==> src/rtl/stack_seq_pkg.sv <==
// Shared types and constants for the stack sequencer.
// Op codes, FSM state encoding, and data-path widths live here so that the
// top level and the bounds checker agree on them.
package stack_seq_pkg;

   localparam int DATA_W = 16;
   localparam int OP_W   = 3;

   // Stack operations; codes 6 and 7 are deliberately left unassigned (illegal)
   typedef enum logic [OP_W-1:0] {
      OP_PUSH = 3'd0,
      OP_POP  = 3'd1,
      OP_CALL = 3'd2,
      OP_RET  = 3'd3,
      OP_XTHL = 3'd4,
      OP_SPHL = 3'd5
   } op_code_t;

   // Sequencer states: one resync cycle after reset, then a fixed 4-cycle op loop
   typedef enum logic [2:0] {
      SYNC  = 3'd0,
      IDLE  = 3'd1,
      ISSUE = 3'd2,
      WAIT  = 3'd3,
      DONE  = 3'd4
   } seq_state_t;

   // True for the six defined op codes
   function automatic logic op_is_legal(input logic [OP_W-1:0] code);
      return (code <= OP_SPHL);
   endfunction

   // True for ops whose completion carries a word read back from memory
   function automatic logic op_reads_mem(input logic [OP_W-1:0] code);
      return (code == OP_POP) || (code == OP_RET) || (code == OP_XTHL);
   endfunction

endpackage

==> src/rtl/stack_seq_bounds.sv <==
// Stack bounds checker for the stack sequencer.
// Flags a push-type op that would take the stack pointer below the floor,
// or a pop-type op that would take it above the reset (empty) position.
// Only instantiated when STACK_SEQ_BOUNDS_EN is defined.
module stack_seq_bounds
   import stack_seq_pkg::*;
#(
   parameter logic [DATA_W-1:0] SP_RESET    = 16'hFFFF,
   parameter logic [DATA_W-1:0] STACK_FLOOR = 16'hC000
) (
   input  logic [OP_W-1:0]   op_code,
   input  logic [DATA_W-1:0] sp_value,
   output logic              reject
);

   // Limits are widened by one bit so that FLOOR+2 cannot wrap to a small value
   localparam logic [DATA_W:0] PUSH_LIMIT = {1'b0, STACK_FLOOR} + 17'd2;
   localparam logic [DATA_W:0] POP_LIMIT  = {1'b0, SP_RESET} - 17'd2;

   logic [DATA_W:0] sp_wide;

   assign sp_wide = {1'b0, sp_value};

   // Decide whether the requested op would overflow or underflow the stack region
   always_comb begin
      reject = 1'b0;
      case (op_code)
         OP_PUSH, OP_CALL: reject = (sp_wide < PUSH_LIMIT);
         OP_POP,  OP_RET:  reject = (sp_wide > POP_LIMIT);
         default:          reject = 1'b0;
      endcase
   end

endmodule

==> src/rtl/stack_sequencer.sv <==
// Stack sequencer: accepts one stack op at a time, drives a single strobe to
// the memory stack port, tracks a shadow stack pointer and reports completion.
// Optional build macro STACK_SEQ_BOUNDS_EN adds stack-region bounds checking.
module stack_sequencer
   import stack_seq_pkg::*;
#(
   parameter logic [DATA_W-1:0] SP_RESET    = 16'hFFFF,
   parameter logic [DATA_W-1:0] STACK_FLOOR = 16'hC000
) (
   input  logic              clk,
   input  logic              reset,
   input  logic              op_valid,
   output logic              op_ready,
   input  logic [OP_W-1:0]   op_code,
   input  logic [DATA_W-1:0] op_data,
   output logic              done,
   output logic [DATA_W-1:0] result_data,
   output logic              err,
   output logic [DATA_W-1:0] sp_value,
   output logic              mem_push,
   output logic              mem_pop,
   output logic              mem_swap,
   output logic              mem_replace_sp,
   output logic [DATA_W-1:0] mem_input_data,
   input  logic [DATA_W-1:0] mem_out
);

   seq_state_t        state;
   seq_state_t        state_next;
   logic              sync_armed;
   logic [OP_W-1:0]   op_q;
   logic [DATA_W-1:0] data_q;
   logic              err_q;
   logic [DATA_W-1:0] result_q;
   logic [DATA_W-1:0] sp_q;
   logic              bounds_reject;
   logic              accept;

   assign accept = (state == IDLE) && op_valid;

`ifdef STACK_SEQ_BOUNDS_EN
   stack_seq_bounds #(
      .SP_RESET    (SP_RESET),
      .STACK_FLOOR (STACK_FLOOR)
   ) u_bounds (
      .op_code  (op_code),
      .sp_value (sp_q),
      .reject   (bounds_reject)
   );
`else
   // Without bounds checking the floor has no effect on the logic
   logic unused_floor;
   assign unused_floor  = ^STACK_FLOOR;
   assign bounds_reject = 1'b0;
`endif

   // State register; reset parks the FSM in SYNC until the port is resynchronised
   always_ff @(posedge clk or posedge reset) begin
      if (reset) begin
         state <= SYNC;
      end else begin
         state <= state_next;
      end
   end

   // Next-state logic: SYNC lasts until its strobe has fired, then a fixed op loop
   always_comb begin
      state_next = state;
      case (state)
         SYNC:    state_next = sync_armed ? IDLE : SYNC;
         IDLE:    state_next = op_valid ? ISSUE : IDLE;
         ISSUE:   state_next = WAIT;
         WAIT:    state_next = DONE;
         DONE:    state_next = IDLE;
         default: state_next = SYNC;
      endcase
   end

   // The SYNC strobe is held back one edge so it spans a full clock after reset release
   always_ff @(posedge clk or posedge reset) begin
      if (reset) begin
         sync_armed <= 1'b0;
      end else begin
         sync_armed <= (state == SYNC);
      end
   end

   // Capture the accepted op and decide up front whether it will be rejected
   always_ff @(posedge clk or posedge reset) begin
      if (reset) begin
         op_q   <= OP_PUSH;
         data_q <= SP_RESET;
         err_q  <= 1'b0;
      end else if (accept) begin
         op_q   <= op_code;
         data_q <= op_data;
         err_q  <= !op_is_legal(op_code) || bounds_reject;
      end
   end

   // Shadow stack pointer moves on the edge that ends ISSUE; rejected ops leave it alone
   always_ff @(posedge clk or posedge reset) begin
      if (reset) begin
         sp_q <= SP_RESET;
      end else if ((state == ISSUE) && !err_q) begin
         case (op_q)
            OP_PUSH, OP_CALL: sp_q <= sp_q - 16'd2;
            OP_POP,  OP_RET:  sp_q <= sp_q + 16'd2;
            OP_SPHL:          sp_q <= data_q;
            default:          sp_q <= sp_q;
         endcase
      end
   end

   // Result is cleared on accept and only picks up memory data for reading ops
   always_ff @(posedge clk or posedge reset) begin
      if (reset) begin
         result_q <= '0;
      end else if (accept) begin
         result_q <= '0;
      end else if ((state == WAIT) && !err_q && op_reads_mem(op_q)) begin
         result_q <= mem_out;
      end
   end

   // Output decode: strobes only in SYNC and ISSUE, and never more than one at a time
   always_comb begin
      mem_push       = 1'b0;
      mem_pop        = 1'b0;
      mem_swap       = 1'b0;
      mem_replace_sp = 1'b0;
      mem_input_data = data_q;
      op_ready       = 1'b0;
      done           = 1'b0;
      err            = 1'b0;
      case (state)
         SYNC: begin
            mem_input_data = SP_RESET;
            mem_replace_sp = sync_armed;
         end
         IDLE: begin
            op_ready = 1'b1;
         end
         ISSUE: begin
            if (!err_q) begin
               case (op_q)
                  OP_PUSH, OP_CALL: mem_push       = 1'b1;
                  OP_POP,  OP_RET:  mem_pop        = 1'b1;
                  OP_XTHL:          mem_swap       = 1'b1;
                  OP_SPHL:          mem_replace_sp = 1'b1;
                  default:          mem_push       = 1'b0;
               endcase
            end
         end
         DONE: begin
            done = 1'b1;
            err  = err_q;
         end
         default: begin
            done = 1'b0;
         end
      endcase
   end

   assign result_data = result_q;
   assign sp_value    = sp_q;

endmodule

==> config.mk <==
export PLATFORM = sky130hd
export DESIGN_NAME = stack_sequencer
export DESIGN_NICKNAME = d
export VERILOG_FILES = /design/src/rtl/stack_seq_pkg.sv /design/src/rtl/stack_seq_bounds.sv /design/src/rtl/stack_sequencer.sv
export SDC_FILE = /design/constraint.sdc
export NUM_CORES = 1
export LEC_CHECK = 0
export ABC_AREA = 1
export BUFFER_PORTS_ARGS = -buffer_cell sky130_fd_sc_hd__buf_2
export CAP_MARGIN = 5
export CORE_MARGIN = 8
export CORE_UTILIZATION = 57
export CTS_CLUSTER_SIZE = 12
export DETAILED_ROUTE_END_ITERATION = 10
export PLACE_DENSITY_LB_ADDON = 0.05
export SETUP_SLACK_MARGIN = 0.05
export SLEW_MARGIN = 30
export SYNTH_ARGS = -nofsm -noshare
export SYNTH_HDL_FRONTEND = slang
export SYNTH_SLANG_ARGS = --single-unit
export TNS_END_PERCENT = 10
==> constraint.sdc <==
create_clock -name clk -period 4.2 [get_ports clk]
set_input_delay 0.21 -clock clk [delete_from_list [all_inputs] [get_ports clk]]
set_output_delay 0.21 -clock clk [all_outputs]
set_load 0.01 [all_outputs]
# Word level (Yosys, flattened, before mapping)
# Index checks and enable logic that the tools add are counted.
[totals] regBits=56 inputBits=38 output_inout_bits=55 word_cells=56
[classes] n_addsub=2 magnitude_cmp=1 eq_ne=9 n_mux=22 reduce_logical=15
[ops] operator="two-way mux 16 bit" n=3
[ops] operator="one-hot mux 16 bit (3 select lines)" n=1
[ops] operator="adder 16 x 2 -> 16 bit, second input constant" n=1
[ops] operator="subtractor 16 x 2 -> 16 bit, second input constant" n=1
[ops] operator="two-way mux 1 bit" n=15
[ops] operator="one-hot mux 3 bit (5 select lines)" n=1
[ops] operator="== test 3 x 2 -> 1 bit, second input constant" n=4
[ops] operator="== test 3 bit, second input constant" n=3
[ops] operator="== test 3 x 1 -> 1 bit, second input constant" n=2
[ops] operator="logical NOT 3 bit" n=2
[ops] operator="logical AND 1 bit" n=4
[ops] operator="OR reduction 2 bit" n=2
[ops] operator="less-or-equal comparator 3 bit, second input constant" n=1
[ops] operator="nonzero test 3 bit" n=1
[ops] operator="logical NOT 1 bit" n=2
[ops] operator="logical OR 1 bit" n=2
[ops] operator="two-way mux 2 bit" n=1
[ops] operator="one-hot mux 1 bit (2 select lines)" n=1
[ops] operator="AND reduction 2 bit" n=1
[ops] operator="nonzero test 2 bit" n=1

# Longest topological paths before layout
# Gate-level depths: netlist (run 1).
[depth] depth_word=6 depth_mapped=17

# Least setup slack after synthesis (run 1)
# Ideal clock, no wire load.
[synth_path] path_kind="register to register" start="reg op_q[2]" end="reg sp_q[9] (netlist: sp_value[9])" setup_time_ns=0.079 arrival_time_ns=1.660 path_slack_ns=2.461 stages_incl_launch_ff=17 period_less_slack_ns=1.739 cell_sequence="dfrtp_1 > inv_2 > nand2_4 > buf_12 > nand2_4 > nand2_1 > inv_1 > ha_1 > inv_1 > nand2_2 > nand3_2 > o21bai_2 > nand2_1 > nand3_1 > nand3_1 > nand2_1 > o21ai_2"
[synth_between] elab_chain_len=4 elab_cells_between_ends=10 classes_between="eq/ne (4); mux (1); reduce/logical (5)"
[synth_lines] element="start: declaration" line="stack_sequencer.sv:31" text="logic [OP_W-1:0] op_q;"
[synth_lines] element="start signal: assignment" line="stack_sequencer.sv:95" text="op_q <= op_code;"
[synth_lines] element="== test 3 x 1 -> 1 bit (tied with other cells)" line="stack_sequencer.sv:106" text="case (op_q)"
[synth_lines] element="OR reduction 2 bit" line="stack_sequencer.sv:106"
[synth_lines] element="nonzero test 3 bit (no source line)"
[synth_lines] element="AND reduction 2 bit (no source line)"
[synth_lines] element="end signal: assignment" line="stack_sequencer.sv:107" text="OP_PUSH, OP_CALL: sp_q <= sp_q - 16'd2;"
[synth_lines] element="end signal: assignment" line="stack_sequencer.sv:108" text="OP_POP, OP_RET: sp_q <= sp_q + 16'd2;"
[synth_lines] element="end signal: assignment" line="stack_sequencer.sv:109" text="OP_SPHL: sp_q <= data_q;"
[synth_lines] element="end: declaration" line="stack_sequencer.sv:35" text="logic [DATA_W-1:0] sp_q;"
# Parallel ways exist; a longest one is shown, timed or not.
# A chain may end at the register's enable or synchronous reset.

# Worst setup path after layout (run 1)
[layout_path] start="reg op_q[0]" end="out mem_replace_sp"
[layout_between] elab_chain_len=4
[layout_lines] element="== test 3 bit" line="stack_sequencer.sv:146" text="case (op_q)"
[layout_lines] element="two-way mux 1 bit" line="stack_sequencer.sv:146"
[layout_lines] element="two-way mux 1 bit" line="stack_sequencer.sv:145" text="if (!err_q) begin"
[layout_lines] element="one-hot mux 1 bit (2 select lines)" line="stack_sequencer.sv:136" text="case (state)"
[layout_lines] element="end: declaration" line="stack_sequencer.sv:23" text="output logic mem_replace_sp,"
# Every way passes these cells.

==> flow_summary.toml, run 1 <==
[logic_synthesis]
synthTopCellsByArea = "dfstp_2, dfrtp_1, nand2_1, inv_1, nand3_1"
synth_top_area_share_pct = 23.8
async_flop_share_pct = 100
synth-edff-count = 0
syn_avg_cell_area_um2 = 7.21
synth_area_mm2 = 0.00353
yosys.cell_types.count = 36
syn-num-nets = 528
synthFlopType = "dfstp_2"
ys_seq_elements = 56
yosysSeqAreaShare_pct = 40.9
synth_warnings = 0
synth_top_area_cell = "dfstp_2"
syn_inst = 489

[detailed_routing]
routed_wirelength_um = 9300
top_layer = "met4"
wl_met3_um = 748
routed-via-count = 3375
dr.first_iter.drc_count = 221
viasPerCell = 5.21
drt-met1-wl_um = 4220
ant_nets = 0
firstDrtPassIters = 5
routed-wl-met2_um = 4230
drc = 0
avgRoutedWirePerCell_um = 14.3

[worst_setup_path]
crit_type = "flip-flop to output pin"
crit_path_start_kind = "flip-flop"
cp.required_ps = 3990
critPathArrivalTime_ps = 2060
critPathMaxFanout = 19
cp-end-kind = "output pin"

[pwr]
pwr_density_cell_mw_per_mm2 = 921
ir_drop_mv = 0.564
leakage_nw = 2.25

[cells_and_area]
drive_gt1_share_pct = 31.8
diodes = 0
fin_cells = 648
nNetsFinal = 611
area_growth_pct = 16.8
post-route-util_pct = 69.2
final_cell_mix = "nand2_1, buf_2, inv_1"
layout_commonest_cell = "nand2_1"

[timing]
period_minus_slack_ps = 2270
fin_setup_tns_ps = 0
layout_setup_ws_ps = 1930
worst_pin_slew_ps = 584
final-max-slew-violation-count = 0
max_slew_margin_pct = 61.0
period_share_pct = 54.1
grt_setup_unrepaired = "false"
max_clock_freq_mhz = 440
setup_viol = 0
hold_viol = 0
skew_ps = 5.18

[clock_tree]
cts.repair.resized = 0
postCtsSetupBuffers = 0
cts_buffers = 5
insertion_delay_ps = 310
cts_sinks = 56
root_buffer = "clkbuf_8"
clk_pin_slew_ps = 100
cts_buffer_depth = 2
htree_levels = 2
cts_tree = "done"
holdBufCountCts = 1

[global_route]
antenna_found_initial = 0
grt.total_usage_pct = 22.0
grt_max_degree = 41
first_global_vias = 3329
grt_overflow_total = 0
grt_pass1_wl_um = 15900

[floorplanning]
dieArea_mm2 = 0.00896
core_mm2 = 0.00596
ios = 93
initial_core_util_pct = 59.2
row_count = 28
die_h_um = 94.7
die-width_um = 94.7

[run]
max_cap_viol_count = 0

[worst_hold_path]
timing.hold.worst.class = "input port to flip-flop"

[placed_design]
place_congestion = 0.895
port-buffer-count = 92
place_inst = 639
dp_hpwl_um = 7150
pre_cts_ws_ps = 1880

[run_status]
status = "complete, no violations"
cells in the mapped netlist (3+ instances only):
cell type,instances
buf_6,4
inv_1,75
nand2_1,141
or2_2,3
clkbuf_1,8
nor2_1,22
a41oi_1,6
nand3_2,4
o21ai_0,44
inv_2,7
dfrtp_1,24
nor2_2,3
dfstp_2,32
buf_2,4
nand2_2,12
nand3_1,49
nor3_1,3
nor2_4,4
a21oi_1,14
nand2_4,7
through the flow:
| step | hold slack [ps] | cell area, µm² | power [W] |
|---|---|---|---|
| after CTS | 83.0 | 4120 | 0.00380 |
| after floorplan | 306 | 3530 | 0.00277 |
| final | 88.6 | 4120 | 0.00380 |
| after global placement | 190 | 3970 | 0.00333 |
| after global routing | 76.9 | 4120 | 0.00415 |
| after detailed placement | 192 | 3970 | 0.00337 |
metal layers:
layer,track usage [%],vias up
li1,-,1698
met1,30.0,1529
met2,33.6,139
met3,6.11,9
met4,5.59,0
met5,0,-
registers in the layout (all words and copies together) (netlist names):
signal	cells
sp_value	16
op_q	3
state	3
err_q	1
data_q	16
sync_armed	1
result_data	16
worst paths after layout:
kind,cells past startpoint,from,slack [ps],end
worst max-delay path,7,op_q[0]$_DFFE_PP0P_,1930,mem_replace_sp
worst min-delay path,3,op_data[5],90,data_q[5]$_DFFE_PP1P_
worst max register to register,7,op_q[0]$_DFFE_PP0P_,1960,sp_value[3]$_DFFE_PP1P_
worst min register to register,2,data_q[3]$_DFFE_PP1P_,490,data_q[3]$_DFFE_PP1P_
max in group asynchronous,4,reset,2950,sp_value[6]$_DFFE_PP1P_
min in group asynchronous,3,reset,400,result_data[12]$_DFFE_PP0P_
power breakdown:
part	switching, W	internal, W
sequential	0.000195	0.000888
combinational	0.00150	0.000801
clock	0.000177	0.000238
kinds of logic after synthesis:
group,share of synthesized area [%]
DFF,40.9
xor gates and xnor gates,0.745
buffers and inverters,12.6
AOI/OAI and AO/OA,12.5
adders and majority gates,0.355
and+or+nand+nor,32.9
layout make-up:
class	instances	area, µm²
clock buffers	6	72.6
clock inverters	2	60.1
fillers	540	1840
inverters	83	312
multi-input cells	330	1650
flip-flops and latches	56	1440
well taps	75	93.8
repair buffers	96	493
critical path, stage by stage (launching register included):
cell	delay (ps)
dfrtp_1	620
inv_2	140
nor2_1	160
inv_1	90
nor2_4	370
nand2_1	160
nand2_1	90
buf_2	120
(Power assumes the default switching activity.)
==> inputs of run 2 (changes only) <==
Settings changed: CORE_UTILIZATION 57 to 53.
Clock period 4.2 ns to 2.1 ns, I/O delays scaled along.
==> flow_summary.toml, run 2 (synthesized netlist as in run 1, its figures left out) <==
[global_route]
grt_max_degree = 57
antenna_found_initial = 0
grt_overflow_total = 0
grt.total_usage_pct = 20.4
grt.met2_usage_pct = 32.7
first_global_vias = 3324
gr-usage-met3_pct = 6.26
busiest_layer = "met2"
grtUsageMet1_pct = 25.9
grt_pass1_wl_um = 16300

[pwr]
pwr_density_cell_mw_per_mm2 = 1790
p_sw_w = 0.00378
power_frac_clock_pct = 8.1
swShare_pct = 50.1
p_comb_share_pct = 63.4
p_seq_share_pct = 28.5
ir_drop_mv = 1.10
leakage_nw = 2.30
internal_power_w = 0.00376
totalPowerFinal_w = 0.00754

[timing]
final-max-slew-violation-count = 0
grt_setup_unrepaired = "true"
worst_pin_slew_ps = 714
max_clock_freq_mhz = 531
setup_viol = 0
holdWs_ps = -23.8
hold_viol = 16
fin_setup_tns_ps = 0
period_share_pct = 89.6
period_minus_slack_ps = 1880
max_slew_margin_pct = 52.4
layout_setup_ws_ps = 218
skew_ps = 9.63

[clock_tree]
cts_tree = "done"
clk_pin_slew_ps = 110
htree_levels = 2
cts_buffer_depth = 2
root_buffer = "clkbuf_8"
cts.repair.resized = 0
cts_sinks = 56
insertion_delay_ps = 310
cts_buffers = 5

[floorplanning]
dieArea_mm2 = 0.00952
initial_core_util_pct = 55.2
die_h_um = 97.6
die-width_um = 97.6
row_count = 29
ios = 93
core_mm2 = 0.00639

[cells_and_area]
drive_gt1_share_pct = 32.4
nNetsFinal = 625
layout_commonest_cell = "nand2_1"
final_cell_mix = "nand2_1, buf_2, inv_1"
diodes = 0
area_growth_pct = 19.7

[placed_design]
dp_hpwl_um = 7380
place_congestion = 0.884
port-buffer-count = 92
pre_cts_ws_ps = 217

[detailed_routing]
dr.first_iter.drc_count = 174
viasPerCell = 5.14
routed_wirelength_um = 9660
avgRoutedWirePerCell_um = 14.5
ant_nets = 0
drc = 0
routed-via-count = 3412
firstDrtPassIters = 5

[worst_hold_path]
timing.hold.worst.class = "input port to asynchronous set/reset pin"

[worst_setup_path]
crit_type = "flip-flop to output pin"
crit_path_start_kind = "flip-flop"
critPathArrivalTime_ps = 1780
critPathMaxFanout = 18
cp.required_ps = 2000
cp-end-kind = "output pin"
rrSetupSlack_ps = 230

[run]
max_cap_viol_count = 0

[run_status]
violations = "hold timing"
status = "complete, but fails checks"
-- run 2: per-layer routing --
metal  vias up  wire length [µm]
met2       112              4400
li1       1731                 -
met3        10               794
met5         -                 0
met4         0               102
met1      1559              4360
-- run 2: worst max-delay path: stages (launching register included) --
cell	delay [ps]
dfrtp_1	470
inv_2	100
nor2_1	140
inv_1	90
nor2_4	80
buf_4	240
nand2_1	140
nand2_1	80
buf_2	120
-- run 2: path summary, 6_finish.rpt --
check / end / start / cells after the start
setup / recovery: mem_replace_sp / op_q[0]$_DFFE_PP0P_ / 8
hold / removal: result_data[14]$_DFFE_PP0P_ / reset / 3
setup reg to reg: sp_value[9]$_DFFE_PP1P_ / op_q[2]$_DFFE_PP0P_ / 15
hold reg to reg: data_q[3]$_DFFE_PP1P_ / data_q[3]$_DFFE_PP1P_ / 2
max in group asynchronous: op_q[1]$_DFFE_PP0P_ / reset / 3
min in group clk: data_q[10]$_DFFE_PP1P_ / op_data[10] / 3
-- run 2: area by class of cell --
class | count | area (µm²)
clock buffer | 5 | 68.8
clock inverter | 3 | 22.5
fill | 586 | 2160
inverter | 83 | 312
multi-input combinational | 330 | 1640
sequential | 56 | 1440
tap | 77 | 96.3
timing repair buffer | 110 | 638
-- run 2: stage by stage --
step | hold slack, ps | util, % | cells | cell area [µm²]
after floorplan | 201 | - | 489 | 3530
after global placement | 306 | 63.3 | 648 | 4040
after detailed placement | 315 | 63.3 | 648 | 4040
after CTS | 0.695 | 65.8 | 663 | 4200
after global routing | 8.91 | 66.1 | 664 | 4220
final | -23.8 | 66.1 | 664 | 4220
-- run 2: what timing repair did --
item	CTS	global route
setup buffers	0	1
hold buffers	7	0
setup endpoints to repair	0	9
hold endpoints to repair	7	0
-- run 2: power by group through the flow --
| stage | Clock, W | Sequential, W | Combinational [W] |
|---|---|---|---|
| global route | 0.000684 | 0.00221 | 0.00539 |
| finish | 0.000612 | 0.00215 | 0.00477 |
| global placement | 0 | 0.00214 | 0.00469 |
| floorplan | 0 | 0.00220 | 0.00333 |
| CTS | 0.000636 | 0.00214 | 0.00477 |
| detailed placement | 0 | 0.00216 | 0.00474 |
